--- src/rtl/exp7_mostra_sequencia.sv ---
// Playback sequencer for the memory game: walks the jogadas memory from
// address 0 up to the captured round index, lighting each stored pattern.
module exp7_mostra_sequencia #(
    parameter int T_ACESO   = 50_000_000,
    parameter int T_APAGADO = 25_000_000
) (
    input  logic       clock,
    input  logic       reset,
    input  logic       iniciar,
    input  logic       abortar,
    input  logic [3:0] rodada,
    input  logic [3:0] dado_mem,
    output logic [3:0] endereco,
    output logic [3:0] leds,
    output logic       ativo,
    output logic       fim_mostra,
    output logic [3:0] db_estado
);

    localparam logic [2:0] OCIOSO  = 3'd0;
    localparam logic [2:0] CARREGA = 3'd1;
    localparam logic [2:0] ACENDE  = 3'd2;
    localparam logic [2:0] APAGA   = 3'd3;
    localparam logic [2:0] PROXIMO = 3'd4;
    localparam logic [2:0] FINAL   = 3'd5;

    localparam logic [26:0] ACESO_FIM   = 27'(T_ACESO - 1);
    localparam logic [26:0] APAGADO_FIM = 27'(T_APAGADO - 1);

    logic [2:0]  estado;
    logic [3:0]  cont_end;
    logic [3:0]  rodada_reg;
    logic [3:0]  leds_reg;
    logic [26:0] timer;

    // Abort wins over everything; the round index is frozen at the accept edge
    always_ff @(posedge clock or posedge reset) begin
        if (reset) begin
            estado     <= OCIOSO;
            cont_end   <= 4'd0;
            rodada_reg <= 4'd0;
            leds_reg   <= 4'd0;
            timer      <= 27'd0;
        end else if (abortar) begin
            estado   <= OCIOSO;
            cont_end <= 4'd0;
            timer    <= 27'd0;
        end else begin
            case (estado)
                OCIOSO: begin
                    if (iniciar) begin
                        estado     <= CARREGA;
                        cont_end   <= 4'd0;
                        rodada_reg <= rodada;
                    end
                end
                CARREGA: begin
                    leds_reg <= dado_mem;
                    timer    <= 27'd0;
                    estado   <= ACENDE;
                end
                ACENDE: begin
                    if (timer == ACESO_FIM) begin
                        timer  <= 27'd0;
                        estado <= APAGA;
                    end else begin
                        timer <= timer + 27'd1;
                    end
                end
                APAGA: begin
                    if (timer == APAGADO_FIM) begin
                        timer  <= 27'd0;
                        estado <= (cont_end == rodada_reg) ? FINAL : PROXIMO;
                    end else begin
                        timer <= timer + 27'd1;
                    end
                end
                PROXIMO: begin
                    cont_end <= cont_end + 4'd1;
                    estado   <= CARREGA;
                end
                FINAL: begin
                    estado <= OCIOSO;
                end
                default: begin
                    estado <= OCIOSO;
                end
            endcase
        end
    end

    assign endereco   = cont_end;
    assign leds       = (estado == ACENDE) ? leds_reg : 4'd0;
    assign ativo      = (estado != OCIOSO);
    assign fim_mostra = (estado == FINAL);

    always_comb begin
        db_estado = 4'hF;
        case (estado)
            OCIOSO, CARREGA, ACENDE, APAGA, PROXIMO, FINAL: db_estado = {1'b0, estado};
            default: db_estado = 4'hF;
        endcase
    end

endmodule

--- config.mk ---
export PLATFORM = sky130hd
export DESIGN_NAME = exp7_mostra_sequencia
export DESIGN_NICKNAME = d
export VERILOG_FILES = /design/src/rtl/exp7_mostra_sequencia.sv
export SDC_FILE = /design/constraint.sdc
export NUM_CORES = 1
export LEC_CHECK = 0
export BUFFER_PORTS_ARGS = -buffer_cell sky130_fd_sc_hd__buf_2
export CAP_MARGIN = 10
export CORE_ASPECT_RATIO = 1.25
export CORE_MARGIN = 2
export CORE_UTILIZATION = 52
export CTS_CLUSTER_DIAMETER = 120
export CTS_CLUSTER_SIZE = 20
export DETAILED_ROUTE_END_ITERATION = 10
export GPL_TIMING_DRIVEN = 0
export HOLD_SLACK_MARGIN = 0.15
export PLACE_DENSITY_LB_ADDON = 0.3
export SYNTH_ARGS = -nofsm -noshare
export SYNTH_HDL_FRONTEND = slang
export SYNTH_SLANG_ARGS = --single-unit
--- constraint.sdc ---
create_clock -name clock -period 5.6 [get_ports clock]
set_input_delay 1.12 -clock clock [delete_from_list [all_inputs] [get_ports clock]]
set_output_delay 1.12 -clock clock [all_outputs]
set_load 0.05 [all_outputs]
==> flow_summary_export.csv <==
group,metric,value,unit
critical_path,crit_path_end_kind,"output pin",
synthesis,synth_seq_cells,42,
synthesis,synth_area_leaders,"dfrtp_1 (44%), xor2_1 (6.5%), nor2_1 (5.8%)",
synthesis,async_flop_share,100.0,%
placed_design,port_buffers,24,
clock_tree,cts.path.max_buffers,2,
synthesis,syn_avg_cell_area,9.777,µm²
detailed_routing,drt_first_pass_iters,4,
global_routing,grtUsageTotal,20.85,%
detailed_routing,drt_iter0_drc,109,
detailed_routing,drtAntennaViolNets,0,
power_and_ir_drop,total_power,0.0006842,W
final_layout,n_antenna_cell,0,
global_routing,antenna_found_initial,0,
clock_tree,cts.sinks,42,
synthesis,syn_nets,261,
synthesis,synth_edf_count,0,
global_routing,grt_pass1_wl,8.266,mm
sta,hold_viol_final,0,
detailed_routing,drcViolationCount,0,
sta,final.setup.tns,0,ps
synthesis,ys_warn_count,0,
synthesis,synth-main-ff-cell,"dfrtp_1",
critical_path,worstPathRequired,4480,ps
synthesis,yosysTopAreaCellShare,43.52,%
clock_tree,path_clk_slew,80,ps
power_and_ir_drop,seqPwrFrac,49.8,%
global_routing,first_global_vias,1824,
sta,min_period_over_period,49.48,%
sta,worst_pin_slew,851.8,ps
synthesis,synth_compound_area_share,7.565,%
critical_path,path_max_fanout,7,
hold_path,hold_path.class,"reg -> reg",
sta,rsz0062_at_grt,"false",
final_layout,top_register,"timer",
sta,fin_skew,12.91,ps
detailed_routing,avgRoutedWirePerCell,14.43,µm
detailed_routing,routed_wl,4.863,mm
global_routing,overflow,0,
power_and_ir_drop,clkPwrFrac,34.4,%
sta,drv_slew,0,
global_routing,grt_max_degree,43,
synthesis,synth.most_common_cell,"dfrtp_1",
synthesis,synth_xor_area_share,10.16,%
synthesis,synth_top_family_by_area,"simple AND/OR/NAND/NOR gates",
synthesis,synthTopCellsByCount,"dfrtp_1 (42), nor2_1 (37), nand2_1 (21), xor2_1 (18)",
synthesis,synth_seq_area_share,43.52,%
placed_design,routabilityCongestion,0.8204,
clock_tree,htreeDepth,2,
die,dieArea,5208,µm²
synthesis,syn-cell-area,2415,µm²
clock_tree,post-cts-setup-buffers,0,
die,die_w,64.95,µm
synthesis,synthCells,247,
clock_tree,cts-root-buf,"clkbuf_8",
placed_design,hpwl,3.462,mm
synthesis,synthAdderAreaFrac,1.036,%
detailed_routing,routed_via_density,5.591,
critical_path,arrival,1650,ps
power_and_ir_drop,power.density,252.1,nW/µm²
critical_path,critPathKind,"reg -> out",
power_and_ir_drop,peakVddDrop,144.6,µV
critical_path,cp_num_buf_inv,1,
critical_path,critPathTopFamily,"simple AND/OR/NAND/NOR gates",
die,coreArea,4425,µm²
final_layout,areaGrowthSynthToFinish,12.38,%
clock_tree,cts_tree,"yes",
status,status,"completed",
critical_path,cpMaxStageDelayCell,"nor3b_1",
die,die_h,80.19,µm
power_and_ir_drop,combinationalPowerShare,15.8,%
sta,fin_crit,2771,ps
power_and_ir_drop,power_switching,0.0001845,W
die,io_pins,26,
die,fp-row-count,27,
detailed_routing,dr_total_vias,1884,
critical_path,path_cells,"nor3b_1 -> and2_1 -> buf_2",
critical_path,slowest_delay,460,ps
power_and_ir_drop,p_leak,1.172,nW
clock_tree,cts_hold_buf,0,
flow_run,max-cap-violations,0,
final_layout,largest_reg_flops,27,
synthesis,synthSimpleGateAreaFrac,29.53,%
final_layout,drive_above_1_share,22.22,%
die,initial_utilization,54.57,%
sta,relSlewSlack,42.41,%
sta,finalSetupViolCount,0,
synthesis,muxShareOfSynthArea,3.731,%
final_layout,final_nets,292,
synthesis,synth_top_cell_by_area,"dfrtp_1",
power_and_ir_drop,power.internal,0.0004997,W
clock_tree,clk_latency,300,ps
critical_path,start_kind,"flip-flop",
clock_tree,ctsResizeCount,0,
power_and_ir_drop,swShare,26.97,%
synthesis,synth_cell_types,50,
clock_tree,cts_buffers,5,
sta,fmax,0.3609,GHz
[per-stage QoR]
stage / util, % / area [µm²] / std cells / hold slack (ps) / worst slack (ps)
floorplan: - / 2415 / 247 / 472.1 / 3117
global placement: 58.92 / 2608 / 329 / 481.1 / 2956
detailed placement: 58.92 / 2608 / 329 / 499.4 / 3009
CTS: 61.32 / 2714 / 337 / 517.9 / 2792
global route: 61.32 / 2714 / 337 / 530.2 / 2637
finish: 61.32 / 2714 / 337 / 509.9 / 2829
[final timing paths]
kind                                         startpoint                       to  slack (ps)  cells after the start
worst max-delay path              estado[1]$_DFFE_PP0P_                  leds[0]        2830                      3
worst min-delay path            leds_reg[3]$_DFFE_PP0P_  leds_reg[3]$_DFFE_PP0P_         510                      1
worst max register to register     timer[0]$_DFFE_PP0P_    timer[20]$_DFFE_PP0P_        3290                      7
worst min register to register  leds_reg[3]$_DFFE_PP0P_  leds_reg[3]$_DFFE_PP0P_         510                      1
max in group asynchronous                         reset     timer[5]$_DFFE_PP0P_        4060                      2
min in group asynchronous                         reset     timer[9]$_DFFE_PP0P_         980                      2
[final cells by class]
type / instances / area (µm²)
Fill cell: 401 / 1712
Multi-Input combinational cell: 187 / 1256
Sequential cell: 42 / 1051
Timing Repair Buffer: 24 / 120.1
Buffer: 13 / 88.84
Clock buffer: 7 / 76.32
Tap cell: 58 / 72.57
Clock inverter: 1 / 30.03
Inverter: 5 / 18.77
[cell families (layout without fill, tap and decap cells)]
kind of cell / count (synthesis) / after routing
mux: 8 / 8
xor+xnor: 28 / 28
compound gates: 22 / 22
fa+ha+maj: 2 / 2
flops: 42 / 42
buf+inv: 18 / 50
simple gates: 127 / 127
[power by group through the flow]
| stage | clock network (W) | logic, W | registers, W |
|---|---|---|---|
| floorplan | 0 | 0.0000855 | 0.000342 |
| global placement | 0 | 0.000106 | 0.000345 |
| detailed placement | 0 | 0.000109 | 0.000347 |
| CTS | 0.000239 | 0.000110 | 0.000341 |
| global route | 0.000251 | 0.000119 | 0.000344 |
| finish | 0.000235 | 0.000108 | 0.000341 |
[routing by layer]
metal  share of wire, %  vias up  GRT usage, %
met5                  0        -             0
met4                1.4        0         8.723
met3                3.5        6         4.762
met2                 51       40         36.49
met1                 44      901         24.36
li1                   -      937             -
[placed cells by master, fill, tap and decap left out, drive strengths merged, types with 3 or more instances in the layout]
cell,instances
and2,6
xor2,18
o21ai,6
nor2,37
nor3,7
dfrtp,42
or4,4
o31ai,3
mux2,8
clkbuf,10
or3,5
buf,34
xnor2,10
nand4b,3
or2,4
nand3,9
nand2,21
nor4,6
nand4,12
inv,5
(Power assumes the default switching activity.)
